[config.mk]
export PLATFORM = sky130hd
export DESIGN_NAME = prng_arbiter
export DESIGN_NICKNAME = d
export VERILOG_FILES = /design/src/rtl/prng_arbiter_pkg.sv /design/src/rtl/prng_arbiter_rr_pick.sv /design/src/rtl/prng_arbiter.sv
export SDC_FILE = /design/constraint.sdc
export NUM_CORES = 1
export LEC_CHECK = 0
export BUFFER_PORTS_ARGS = -buffer_cell sky130_fd_sc_hd__buf_4
export CAP_MARGIN = 10
export CORE_MARGIN = 5
export CORE_UTILIZATION = 40
export CTS_CLUSTER_SIZE = 16
export DETAILED_ROUTE_END_ITERATION = 8
export PLACE_DENSITY = 0.68
export SLEW_MARGIN = 40
export SYNTH_ARGS = -nofsm -noshare
export SYNTH_HDL_FRONTEND = slang
export SYNTH_SLANG_ARGS = --single-unit
[constraint.sdc]
create_clock -name clk -period 2.5 [get_ports clk]
set_clock_uncertainty 0.1 [all_clocks]
set_input_delay 0.375 -clock clk [delete_from_list [all_inputs] [get_ports clk]]
set_output_delay 0.375 -clock clk [all_outputs]
set_load 0.005 [all_outputs]
[src/rtl/prng_arbiter_pkg.sv]
// ---------------------------------------------------------------------------
// prng_pkg : shared types and constants for the PRNG arbiter slice
// Rev 1.0
// ---------------------------------------------------------------------------
`default_nettype none

package prng_pkg;

  localparam int PRNG_W = 32;

  typedef enum logic [2:0] {
    ST_INIT    = 3'd0,
    ST_IDLE    = 3'd1,
    ST_ISSUE   = 3'd2,
    ST_CAPTURE = 3'd3,
    ST_GAP     = 3'd4
  } state_e;

  // Index width that stays legal (>=1 bit) even for a single entry.
  function automatic int idx_w(input int n);
    return (n > 1) ? $clog2(n) : 1;
  endfunction

endpackage

`default_nettype wire

[src/rtl/prng_arbiter_rr_pick.sv]
// ---------------------------------------------------------------------------
// rr_pick : combinational round-robin picker, first set bit at/above ptr
// Rev 1.0
// ---------------------------------------------------------------------------
`default_nettype none

module rr_pick #(
  parameter int N_REQ = 4,
  parameter int IDX_W = 2
) (
  input  logic [N_REQ-1:0] req,
  input  logic [IDX_W-1:0] ptr,
  output logic [IDX_W-1:0] winner,
  output logic             any
);

  int j;

  // Scan from the farthest offset down so the nearest requester wins last.
  always_comb begin
    winner = '0;
    j      = 0;
    for (int i = N_REQ - 1; i >= 0; i--) begin
      j = int'(ptr) + i;
      if (j >= N_REQ) j = j - N_REQ;
      if (req[j]) winner = IDX_W'(j);
    end
    any = |req;
  end

endmodule

`default_nettype wire

[src/rtl/prng_arbiter.sv]
// ---------------------------------------------------------------------------
// prng_arbiter : shares one next-strobed PRNG among N_REQ requesters
// Rev 1.0
// ---------------------------------------------------------------------------
`default_nettype none

module prng_arbiter
  import prng_pkg::*;
#(
  parameter int                N_REQ        = 4,
  parameter logic [PRNG_W-1:0] SEED_DEFAULT = 32'hdeadbeef,
  parameter int                RST_CYCLES   = 2
) (
  input  logic              clk,
  input  logic              rst,
  input  logic [N_REQ-1:0]  req,
  output logic [N_REQ-1:0]  valid,
  output logic [PRNG_W-1:0] rand_out,
  input  logic              reseed_req,
  input  logic [PRNG_W-1:0] reseed_val,
  output logic              busy,
  output logic              prng_rst,
  output logic [PRNG_W-1:0] prng_seed,
  output logic              prng_next,
  input  logic [PRNG_W-1:0] prng_num
);

  localparam int IDX_W = idx_w(N_REQ);
  localparam int CNT_W = idx_w(RST_CYCLES);

  state_e              state_q, state_d;
  logic [CNT_W-1:0]    cnt_q, cnt_d;
  logic                prng_rst_q, prng_rst_d;
  logic [PRNG_W-1:0]   prng_seed_q, prng_seed_d;
  logic                prng_next_q, prng_next_d;
  logic [N_REQ-1:0]    valid_q, valid_d;
  logic [PRNG_W-1:0]   rand_out_q, rand_out_d;
  logic [IDX_W-1:0]    rr_ptr_q, rr_ptr_d;
  logic [IDX_W-1:0]    winner_q, winner_d;
  logic                busy_q, busy_d;
  logic                reseed_pend_q, reseed_pend_d;
  logic [PRNG_W-1:0]   pend_seed_q, pend_seed_d;

  logic [IDX_W-1:0]    pick_idx;
  logic                pick_any;

  rr_pick #(
    .N_REQ (N_REQ),
    .IDX_W (IDX_W)
  ) u_rr_pick (
    .req    (req),
    .ptr    (rr_ptr_q),
    .winner (pick_idx),
    .any    (pick_any)
  );

  always_comb begin
    state_d       = state_q;
    cnt_d         = cnt_q;
    prng_rst_d    = prng_rst_q;
    prng_seed_d   = prng_seed_q;
    prng_next_d   = 1'b0;
    valid_d       = '0;
    rand_out_d    = rand_out_q;
    rr_ptr_d      = rr_ptr_q;
    winner_d      = winner_q;
    reseed_pend_d = reseed_pend_q;
    pend_seed_d   = pend_seed_q;

    // Outside IDLE a reseed is parked; the most recent strobe wins.
    if (state_q != ST_IDLE && reseed_req) begin
      reseed_pend_d = 1'b1;
      pend_seed_d   = reseed_val;
    end

    case (state_q)
      ST_INIT: begin
        if (cnt_q == CNT_W'(RST_CYCLES - 1)) begin
          prng_rst_d = 1'b0;
          state_d    = ST_IDLE;
        end else begin
          cnt_d = cnt_q + CNT_W'(1);
        end
      end
      ST_IDLE: begin
        if (reseed_pend_q || reseed_req) begin
          prng_seed_d   = reseed_req ? reseed_val : pend_seed_q;
          reseed_pend_d = 1'b0;
          cnt_d         = '0;
          prng_rst_d    = 1'b1;
          state_d       = ST_INIT;
        end else if (pick_any) begin
          winner_d    = pick_idx;
          prng_next_d = 1'b1;
          state_d     = ST_ISSUE;
        end
      end
      ST_ISSUE: begin
        state_d = ST_CAPTURE;
      end
      ST_CAPTURE: begin
        rand_out_d = prng_num;
        for (int i = 0; i < N_REQ; i++) valid_d[i] = (winner_q == IDX_W'(i));
        rr_ptr_d = (winner_q == IDX_W'(N_REQ - 1)) ? '0 : winner_q + IDX_W'(1);
        state_d  = ST_GAP;
      end
      ST_GAP: begin
        state_d = ST_IDLE;
      end
      default: begin
        state_d = ST_INIT;
      end
    endcase

    busy_d = (state_d != ST_IDLE);
  end

  always_ff @(posedge clk or negedge rst) begin
    if (!rst) begin
      state_q       <= ST_INIT;
      cnt_q         <= '0;
      prng_rst_q    <= 1'b1;
      prng_seed_q   <= SEED_DEFAULT;
      prng_next_q   <= 1'b0;
      valid_q       <= '0;
      rand_out_q    <= '0;
      rr_ptr_q      <= '0;
      winner_q      <= '0;
      busy_q        <= 1'b1;
      reseed_pend_q <= 1'b0;
      pend_seed_q   <= '0;
    end else begin
      state_q       <= state_d;
      cnt_q         <= cnt_d;
      prng_rst_q    <= prng_rst_d;
      prng_seed_q   <= prng_seed_d;
      prng_next_q   <= prng_next_d;
      valid_q       <= valid_d;
      rand_out_q    <= rand_out_d;
      rr_ptr_q      <= rr_ptr_d;
      winner_q      <= winner_d;
      busy_q        <= busy_d;
      reseed_pend_q <= reseed_pend_d;
      pend_seed_q   <= pend_seed_d;
    end
  end

  assign valid     = valid_q;
  assign rand_out  = rand_out_q;
  assign busy      = busy_q;
  assign prng_rst  = prng_rst_q;
  assign prng_seed = prng_seed_q;
  assign prng_next = prng_next_q;

endmodule

`default_nettype wire
# After elaboration in Yosys (flattened, before gate mapping)
# Index checks and enable logic that the tools add are counted.
[word_totals]
romBits = 0
n_memories = 0
input_bits = 71
latchBits = 0
ff_bits = 112
mem_bits_rw = 0
word_cells = 90
[op_classes]
mux = 39
addsub = 9
magnitude_cmp = 8
mul = 0
div = 0
shifts = 0
bitwise_logic = 1
reduce_logical = 10
eq_ne = 11
[op_table]
columns = ["operator", "n"]
rows = [
  ["two-way mux 32 bit", 5],
  ["less-than comparator 32 x 4 -> 1 bit, second input constant", 4],
  ["greater-or-equal comparator 32 x 4 -> 1 bit, second input constant", 3],
  ["subtractor 32 x 4 -> 32 bit, second input constant", 3],
  ["two-way mux 1 bit", 18],
  ["one-hot mux 3 bit (5 select lines)", 1],
  ["two-way mux 2 bit", 5],
  ["two-way mux 3 bit", 3],
  ["binary-select mux 1 bit (select 2 bit)", 4],
  ["adder 2 x 2 -> 3 bit, second input constant", 2],
  ["== test 3 x 2 -> 1 bit, second input constant", 2],
  ["!= test 3 x 1 -> 1 bit, second input constant", 2],
  ["AND reduction 3 bit", 2],
  ["== test 2 bit, second input constant", 2],
  ["two-way mux 4 bit", 1],
  ["!= test 2 bit, second input constant", 2],
  ["one-hot mux 1 bit (2 select lines)", 2],
  ["AND reduction 2 bit", 2],
  ["OR reduction 4 bit", 1],
  ["subtractor 2 x 3 -> 4 bit, second input constant", 1],
  ["adder 2 x 1 -> 3 bit, second input constant", 1],
  ["== test 3 x 1 -> 1 bit, second input constant", 1],
  ["== test 3 bit, second input constant", 1],
  ["greater-or-equal comparator 2 x 3 -> 1 bit, second input constant", 1],
  ["other kinds (9)", 9],
]

# Logic depth before layout (Yosys ltp)
[logic_depth]
depth_word = 10
depth_mapped = 6

# Modules after synthesis
# From an unflattened synthesis, not the netlist that was laid out.
[hier_totals]
hier_cells = 372
area_unflattened_um2 = 4715.8
[modules_own_cells]
columns = ["mod", "area_each_um2", "n_inst", "cells_each"]
rows = [
  ["prng_arbiter", 4638.2, 1, 359],
  ["rr_pick", 77.6, 1, 13],
]

# Worst setup path before layout
# Ideal clock, no wire load.
[synth_timing]
path_kind = "flip-flop to flip-flop"
from = "register state_q[1]"
to = "register pend_seed_q[0]"
n_path_buf = 1
arrival_time_ps = 1523
path_stages_with_launch = 5
synth_period_minus_slack_ps = 1747
required_time_ps = 2275
setup_slack_ps = 753
path_cell_list = "dfrtp_1 or3b_1 nand2_1 buf_4 mux2_2"
[synth_between]
elab_chain_len = 2
[synth_lines]
columns = ["item", "line_no", "text"]
rows = [
  ["start: declaration", "prng_arbiter.sv:31", "state_e state_q, state_d;"],
  ["start signal: assignment", "prng_arbiter.sv:133", "state_q <= state_d;"],
  ["!= test 3 x 1 -> 1 bit", "prng_arbiter.sv:71", "if (state_q != ST_IDLE && reseed_req) begin"],
  ["logical AND 1 bit", "prng_arbiter.sv:71", ""],
  ["end signal: assignment", "prng_arbiter.sv:144", "pend_seed_q <= pend_seed_d;"],
  ["end: declaration", "prng_arbiter.sv:42", "logic [PRNG_W-1:0] pend_seed_q, pend_seed_d;"],
]
# Every way passes these cells.
# A chain may end at the register's enable or synchronous reset.

# Worst setup path after layout
[layout_timing]
from = "register state_q[1]"
to = "register pend_seed_q[1]"
# The elaborated chain is that of the path after synthesis.

==> metrics.md <==
| Metric | Value |
|---|---|
| Post-route minimum period | roughly 1.9 ns |
| CTS root buffer | clkbuf_16 |
| Inserted Clock Buffers | 9 |
| Arrival time worst endpoint | around 2 ns |
| Post-CTS Setup Bufs | 0 |
| Max Freq | about 520 MHz |
| Post-route ant nets | 0 |
| # DRC | 0 |
| Worst slew margin | roughly 60% |
| Count of final max-slew check failures | 0 |
| Global route total overflow | 0 |
| Status | finished clean |
| Num ports | between 100 and 150 |
| CTS tree | yes |
| Endpoints failing setup | 0 |
| Largest net degree at the start of global routing | 56 |
| GRT met3 Usage | approximately 4.2% |
| Synth cell types | 32 |
| Initial cell density of the core | about two fifths |
| Crit path max fanout | 17 |
| Tot GR Track Use | 16.3% |
| Worst-Skew Late Latency | between 0.3 and 0.4 ns |
| Power Internal | roughly 5.3 mW |
| Number of diodes | 0 |
| Clock transition at path regs | ~0.080 ns |
| Pwr/cell area | approximately 1200 nW/um^2 |
| Most Crowded Layer GR | met2 |
| Mapped Nets | between 400 and 500 |
| DRT iter0 DRCs | 197 |
| Layout cells sized above 1 | a little over half |
| Hold Crit Class | in2reg |
| Routed vias | 3179 |
| Post-Syn Instances | approximately 340 |
| # clock sinks | 112 |
| Gpl congestion | 0.793 |
| Clock share of power | a little under a fifth |
| First-pass GRT wire length | about 19000 um |
| Ys Warns | 0 |
| Cell Rows | 39 |
| WL final | 11000 um |
| Via density per instance | approximately 5 |
| Clock Path Buffers | 2 |
| Sw Ratio | 31.2% |
| Grt met2 use | about 29% |
| # fillers | between 900 and 1000 |
| Core Region | between 10000 and 15000 sq um |
| Leakage | between 2 and 3 nW |
| Max Cap Viol | 0 |
| Peak VDD IR | between 0.5 and 0.6 mV |
| HPWL Detailed | ~8000 um |
| Least-Margin Pin Slew | ~0.57 ns |
| Die Y | 118 um |
| Crit path launch type | flip-flop |
| Seq/Total Area, Yosys | about 61% |
| Critical path class | reg2reg |
| H-tree depth | 3 |
| Gate power share | between 30% and 40% |
| Mapped Area | 4630 sq um |
| DR WL/cell | between 15 and 20 um |
| Pre-antenna DRT Iters | 4 |
| Sum of negative setup slack | 0 ns |
| Post-synth EDFFs | 0 |
| Asr flop ratio synth | 100% |
| Vias in the first global route | roughly 3600 |
| Die area | ~14000 sq um |
| Reg power frac | a little over two fifths |
| Switch Pwr | around 2.4 mW |
| P&R area growth vs syn | 33.9% |
| Crit end category | flip-flop |
| RSZ-0062 raised after global routing | false |
| Total Power | a little under 8 mW |
| Worst EP required | 2.62 ns |
| Initial antenna violation count | 0 |
| Hold Fails Final Rpt | 0 |
| Ys flop type | dfrtp_1 |
| Chip width | about 120 um |
| Met1 Usage GRT | between 15 and 20% |
| Flops & latches, synth | around 110 |
| Nets | ~560 |
| Syn avg cell area | between 10 and 15 sq um |
| Part of the cycle the worst path needs | between 70% and 80% |
| Port Buf Inserts | around 140 |
stage by stage:
| step | area (sq um) | util [%] | hold slack, ns | cells | setup slack (ns) |
|---|---|---|---|---|---|
| finish | 6200 | 54.5 | 0.162 | 634 | 0.588 |
| global placement | 5880 | 51.7 | 0.246 | 617 | 0.644 |
| floorplan | 4630 | - | -0.0206 | 343 | 0.753 |
| detailed placement | 5880 | 51.7 | 0.240 | 617 | 0.579 |
| global route | 6200 | 54.5 | 0.148 | 634 | 0.498 |
| CTS | 6200 | 54.5 | 0.151 | 634 | 0.574 |
layout make-up:
cell class	instances	area, sq um	area share [%]
tap	143	179	2.89
timing repair buffer	153	1160	18.8
clock buffer	11	243	3.92
clock inverter	5	65.1	1.05
sequential	112	2840	45.7
multi-input combinational	205	1700	27.3
inverter	5	18.8	0.303
synthesized netlist by cell type, types with 4 or more instances:
cell type / count / area (sq um)
a21oi_1: 66 / 330
and2_1: 4 / 25.0
buf_2: 8 / 40.0
clkbuf_1: 8 / 30.0
dfrtp_1: 86 / 2150
dfstp_2: 26 / 683
ha_1: 4 / 50.1
inv_1: 5 / 18.8
mux2_1: 5 / 56.3
mux2_2: 61 / 687
mux2i_1: 33 / 330
nand2b_1: 4 / 25.0
nor2_1: 6 / 22.5
sequential cells by signal (all words and copies together) (netlist names):
register	count
valid	4
rand_out	32
state_q	3
prng_rst	1
prng_seed	32
reseed_pend_q	1
pend_seed_q	32
busy	1
cnt_q	1
winner_q	2
rr_ptr_q	2
prng_next	1
placed cells by master, fill, tap and decap left out, types with 5 or more instances in the layout:
master / count
mux2i_1: 33
mux2_2: 61
inv_1: 5
mux2_1: 5
clkbuf_16: 9
dfrtp_1: 86
dfstp_2: 26
buf_4: 151
a21oi_1: 66
per-layer routing:
metal / part of all wire, % / wire [um] / vias to the layer above
li1: - / - / 1508
met1: 41 / 4480 / 1577
met2: 53 / 5860 / 82
met3: 4.8 / 534 / 12
met4: 1.4 / 157 / 0
met5: 0 / 0 / -
worst max-delay path, stage by stage (launching register included):
cell and delay [ns]:
dfrtp_1 0.48, or3b_1 0.50, nand2_2 0.11, buf_4 0.24
mux2_2 0.36
timing repair:
action / 4_1_cts / 5_1_grt
resized for setup: 0 / 0
hold buffers: 1 / 0
endpoints found under the hold margin: 21 / 0
cell families (layout without fill, tap and decap cells):
kind of cell	Yosys count	in the layout	synth area share (%)
adders and majority gates	4	4	1.08
buffers and inverters	26	174	2.57
muxes	99	99	23.2
DFF	112	112	61.2
and+or+nand+nor	24	24	2.95
AOI/OAI and AO/OA	78	78	9.00
final timing paths:
check | from | endpoint | slack, ns | depth (start not counted)
worst max-delay path | state_q[1] | pend_seed_q[1] | 0.59 | 4
worst min-delay path | prng_num[25] | rand_out[25] | 0.16 | 2
worst max register to register | state_q[1] | pend_seed_q[1] | 0.59 | 4
worst min register to register | cnt_q | prng_rst | 0.37 | 1
max in group asynchronous | rst | rand_out[19] | 1.18 | 3
min in group asynchronous | rst | rand_out[13] | 0.41 | 2
power groups by stage:
| stage | Clock, mW | Combinational (mW) | Sequential, mW |
|---|---|---|---|
| after global placement | 0 | 2.88 | 3.35 |
| after floorplan | 0 | 1.51 | 3.33 |
| final | 1.47 | 2.90 | 3.36 |
| after global routing | 1.60 | 3.23 | 3.49 |
| after CTS | 1.51 | 2.97 | 3.38 |
| after detailed placement | 0 | 2.96 | 3.41 |
Note: power is estimated with default switching activity, not from simulation.
